## src/rtl/regdst_write_arbiter.sv

```systemverilog
// Round-robin arbiter sharing the register-file write-address mux between ALU (A) and load unit (B).
// Grant one cycle after request; the loser waits at most MAX_HOLD cycles; writes to r0 are dropped.
module regdst_write_arbiter #(
  parameter int ADDR_W   = 5,
  parameter int MAX_HOLD = 4,
  parameter int CNT_W    = 4
) (
  input  logic              clk,
  input  logic              rst,
  input  logic              req_a,
  input  logic [ADDR_W-1:0] addr_a,
  input  logic              req_b,
  input  logic [ADDR_W-1:0] addr_b,
  output logic              gnt_a,
  output logic              gnt_b,
  output logic              sel,
  output logic [ADDR_W-1:0] wr_addr,
  output logic              wr_en
);

  typedef enum logic [1:0] {
    IDLE  = 2'd0,
    OWN_A = 2'd1,
    OWN_B = 2'd2
  } state_t;

  localparam logic [CNT_W-1:0] HOLD_LAST = CNT_W'(MAX_HOLD - 1);

  state_t           state;
  state_t           nxt_state;
  logic [CNT_W-1:0] hold_cnt;
  logic [CNT_W-1:0] nxt_cnt;
  logic             last_b;
  logic             nxt_last_b;

  always_comb begin
    nxt_state  = state;
    nxt_cnt    = hold_cnt;
    nxt_last_b = last_b;
    case (state)
      IDLE: begin
        nxt_cnt = '0;
        // On a tie, last_b set means A has not had the most recent turn.
        if (req_a && (!req_b || last_b))
          nxt_state = OWN_A;
        else if (req_b)
          nxt_state = OWN_B;
      end
      OWN_A: begin
        if (!req_a || (req_b && hold_cnt == HOLD_LAST)) begin
          nxt_last_b = 1'b0;
          nxt_cnt    = '0;
          nxt_state  = req_b ? OWN_B : IDLE;
        end else if (hold_cnt != HOLD_LAST) begin
          nxt_cnt = hold_cnt + 1'b1;
        end
      end
      OWN_B: begin
        if (!req_b || (req_a && hold_cnt == HOLD_LAST)) begin
          nxt_last_b = 1'b1;
          nxt_cnt    = '0;
          nxt_state  = req_a ? OWN_A : IDLE;
        end else if (hold_cnt != HOLD_LAST) begin
          nxt_cnt = hold_cnt + 1'b1;
        end
      end
      default: begin
        nxt_state = IDLE;
        nxt_cnt   = '0;
      end
    endcase
  end

  always_ff @(posedge clk) begin
    if (rst) begin
      state    <= IDLE;
      hold_cnt <= '0;
      last_b   <= 1'b1;
      gnt_a    <= 1'b0;
      gnt_b    <= 1'b0;
      sel      <= 1'b0;
    end else begin
      state    <= nxt_state;
      hold_cnt <= nxt_cnt;
      last_b   <= nxt_last_b;
      gnt_a    <= (nxt_state == OWN_A);
      gnt_b    <= (nxt_state == OWN_B);
      // sel keeps its last value while idle so the mux does not toggle needlessly.
      if (nxt_state == OWN_A)
        sel <= 1'b0;
      else if (nxt_state == OWN_B)
        sel <= 1'b1;
    end
  end

  assign wr_addr = sel ? addr_b : addr_a;
  assign wr_en   = ((gnt_a & req_a) | (gnt_b & req_b)) & (wr_addr != '0);

endmodule
```

## config.mk

```make
export PLATFORM = sky130hd
export DESIGN_NAME = regdst_write_arbiter
export DESIGN_NICKNAME = d
export VERILOG_FILES = /design/src/rtl/regdst_write_arbiter.sv
export SDC_FILE = /design/constraint.sdc
export NUM_CORES = 1
export LEC_CHECK = 0
export CORE_MARGIN = 5
export CORE_UTILIZATION = 35
export CTS_CLUSTER_DIAMETER = 30
export DETAILED_ROUTE_END_ITERATION = 16
export GPL_ROUTABILITY_DRIVEN = 0
export GPL_TIMING_DRIVEN = 1
export PLACE_DENSITY_LB_ADDON = 0.3
export SYNTH_ARGS = -nofsm -noshare
export SYNTH_HDL_FRONTEND = slang
export SYNTH_SLANG_ARGS = --single-unit
```

## constraint.sdc

```tcl
create_clock -name clk -period 4.8 [get_ports clk]
set_clock_uncertainty 0.2 [all_clocks]
set_input_delay 0.96 -clock clk [delete_from_list [all_inputs] [get_ports clk]]
set_output_delay 0.96 -clock clk [all_outputs]
set_load 0.02 [all_outputs]
```

==> summary.md <==
| Metric | Value |
|---|---|
| Core area | `1730 sq um` |
| Net switching power | `0.0758 mW` |
| Slew Limit Headroom | `between 70 and 80%` |
| Clock Sinks | `10` |
| Sequential share of the synthesized area | `between 30% and 40%` |
| Setup repair bufs after CTS | `0` |
| Final hold viol count | `0` |
| Sw frac | `31.2%` |
| PnR worst setup slack | `1.18 ns` |
| DR WL/cell | `12.2 microns` |
| Clk root buf | `clkbuf_4` |
| Multi-input logic area | `between 400 and 500 sq um` |
| Largest family of logic cells by synthesized area | `simple AND/OR/NAND/NOR gates` |
| Post-Synth Adder-Cell Area | `9.94%` |
| Multiplexer area fraction after synthesis | `between 10% and 20%` |
| Dpl hpwl | `1130 microns` |
| Cts hold-fix bufs | `0` |
| # diodes | `0` |
| I/O Buffers | `22` |
| H-tree depth | `1` |
| Worst path required time | `~3.6 ns` |
| Post-Syn Area | `around 630 sq um` |
| Via count | `approximately 560` |
| Setup TNS | `0 ns` |
| Clock latency on the worst-skew pair | `0.26 ns` |
| Nets | `110` |
| # DRC | `0` |
| First-pass GRT wire length | `2370 microns` |
| Setup violators final | `0` |
| DRT iter0 DRCs | `20` |
| Final hold slack | `between 0.2 and 0.3 ns` |
| Clock transition at path regs | `0.06 ns` |
| Fmax | `roughly 280 MHz` |
| CP startpoint kind | `input pin` |
| Worst Path Max Fanout | `8` |
| Gr usage total | `11.4%` |
| Detail Route Antenna Nets | `0` |
| Tmin final | `~3.6 ns` |
| Top-area cell type share of the netlist area | `a little under a third` |
| Area grow syn2layout | `41.2%` |
| Simple-Gate Fraction of Synth Area | `21.3%` |
| Final Total Pwr | `0.243 mW` |
| Cells after Synth | `66` |
| Largest net degree at the start of global routing | `9` |
| Std cell rows | `15` |
| Cell type with the largest total area after synthesis | `dfxtp_1` |
| Main synth FF type | `dfxtp_1` |
| Crit path capture type | `primary output` |
| Status | `complete, no violations` |
| Pre-Repair DR Iteration Count | `4` |
| Post-synthesis compound-gate area fraction | `17.5%` |
| Comb power frac | `36.5%` |
| Syn Nets | `85` |
| Setup CP Type | `in2out` |
| HP Class | `reg2reg` |
| Total power per unit cell area | `between 200 and 300 nW/um^2` |
| Asr flop ratio synth | `0%` |
| Post-synth EDFFs | `0` |
| Post-synthesis xor/xnor area fraction | `under 10%` |
| Syn Area/Cell | `9.54 sq um` |
| YS warnings | `0` |
| Die footprint | `2750 sq um` |
| Clock Path Buffers | `2` |
| Slew Viols, Final | `0` |
| # fillers | `169` |
| Die Ht | `52.4 microns` |
| Vias in the first global route | `555` |
| TritonCTS clock tree | `yes` |
| Post-synth top cells | `dfxtp_1 (10), mux2_2 (7), nand2_1 (7), nor2_1 (6), ha_1 (5)` |
| Routed wire length | `1390 microns` |
| Die X | `~52 microns` |
| FF/Latch Area | `200 sq um` |
| Fin cells | `114` |
| R2R setup slack | `about 2.7 ns` |
| Yosys reg bits | `10` |
| GRT overflow | `0` |
| Max VDD drop | `about 0.15 mV` |
| Placed Instances | `111` |
| TritonCTS Buffers | `3` |
| Max Cap Viol | `0` |
| Worst-margin pin slew | `0.342 ns` |
| Leak Pwr | `~0.34 nW` |
| Vias per cell | `about 4.9` |
| Share of layout cells above drive strength 1 | `16.9%` |
| Post-synthesis cell type count | `28` |
| Most frequent cell after synthesis | `dfxtp_1` |
| Seq pwr share | `40.6%` |
| Initial core utilization | `36.4%` |
| Area contributors post-synth | `dfxtp_1 (32%), mux2_2 (13%), ha_1 (9.9%)` |
| Internal | `0.167 mW` |
| Part of the power in the clock network | `22.9%` |
| Initial antenna violation count | `0` |
| I/O pin total | `23` |
| Post_cts resized | `0` |
| DP Worst Slack | `1.18 ns` |
| RSZ-0062 raised after global routing | `false` |
| Final Cycle Share | `75.5%` |
| Crit path DAT | `2.46 ns` |
[routing by layer]
| layer | part of all wire, % | global-route usage (%) | up-vias |
|---|---|---|---|
| li1 | - | - | 290 |
| met1 | 44 | 13.7 | 246 |
| met2 | 49 | 19.0 | 18 |
| met3 | 5.0 | 3.42 | 4 |
| met4 | 1.0 | 3.83 | 0 |
| met5 | 0 | 0 | - |
[critical path: stages]
cell,delay (ns)
clkdlybuf4s50_1,0.62
a22oi_1,0.14
a21oi_1,0.13
clkdlybuf4s50_1,0.62
[area by class of cell]
class	instances	area share (%)
Timing Repair Buffer	22	24.8
Multi-Input combinational cell	51	45.4
Tap cell	25	3.52
Inverter	3	1.27
Sequential cell	10	22.5
Clock buffer	3	2.54
[cell usage in the layout, fill, tap and decap left out]
| master | synthesis | routed |
|---|---|---|
| and2_2 | 1 | 1 |
| or3b_1 | 1 | 1 |
| o22ai_2 | 1 | 1 |
| and4bb_1 | 2 | 2 |
| mux2_2 | 7 | 7 |
| clkdlybuf4s50_1 | 0 | 22 |
| o22a_2 | 1 | 1 |
| ha_1 | 5 | 5 |
| o21a_1 | 1 | 1 |
| xor2_1 | 1 | 1 |
| a21oi_1 | 3 | 3 |
| dfxtp_1 | 10 | 10 |
| and3_4 | 1 | 1 |
| nand3_1 | 2 | 2 |
| inv_1 | 3 | 3 |
| a221oi_2 | 1 | 1 |
| nor4_1 | 1 | 1 |
| nor2_1 | 6 | 6 |
| o21ai_0 | 1 | 1 |
| o2bb2ai_1 | 1 | 1 |
| a22oi_1 | 1 | 1 |
| xnor2_1 | 1 | 1 |
| nor3_1 | 2 | 2 |
| a221o_1 | 2 | 2 |
| nand2_1 | 7 | 7 |
| o31a_1 | 1 | 1 |
| clkbuf_4 | 0 | 3 |
| nor2b_1 | 1 | 1 |
[path summary, 6_finish.rpt]
check                              start  endpoint  cells past startpoint
worst max-delay path               req_a     wr_en                      4
worst max register to register  state[0]       sel                      7
worst min-delay path              last_b    last_b                      1
worst min register to register    last_b    last_b                      1
[stage by stage]
stage,instance area [sq um],util [%]
finish,888,51.4
global placement,866,50.1
detailed placement,866,50.1
CTS,888,51.4
global route,888,51.4
floorplan,629,-
[sequential cells by signal, summed over array words and instances (netlist names)]
signal	flops
state	2
hold_cnt	4
last_b	1
gnt_a	1
gnt_b	1
sel	1
[power by group through the flow]
| stage | clock network (mW) | logic (mW) | registers [mW] |
|---|---|---|---|
| 6_report | 0.0558 | 0.0888 | 0.0986 |
| 5_1_grt | 0.0634 | 0.0965 | 0.101 |
| 4_1_cts | 0.0576 | 0.0887 | 0.0987 |
| 3_5_place_dp | 0 | 0.0884 | 0.101 |
| 3_3_place_gp | 0 | 0.0871 | 0.100 |
| 2_1_floorplan | 0 | 0.0515 | 0.102 |
[cell families (layout without fill, tap and decap cells)]
logic type	Yosys count	in the layout
compound gates	13	13
simple gates	24	24
flops	10	10
buf+inv	5	28
fa+ha+maj	5	5
xor+xnor	2	2
mux	7	7
Power figures use the tool's default switching activity.
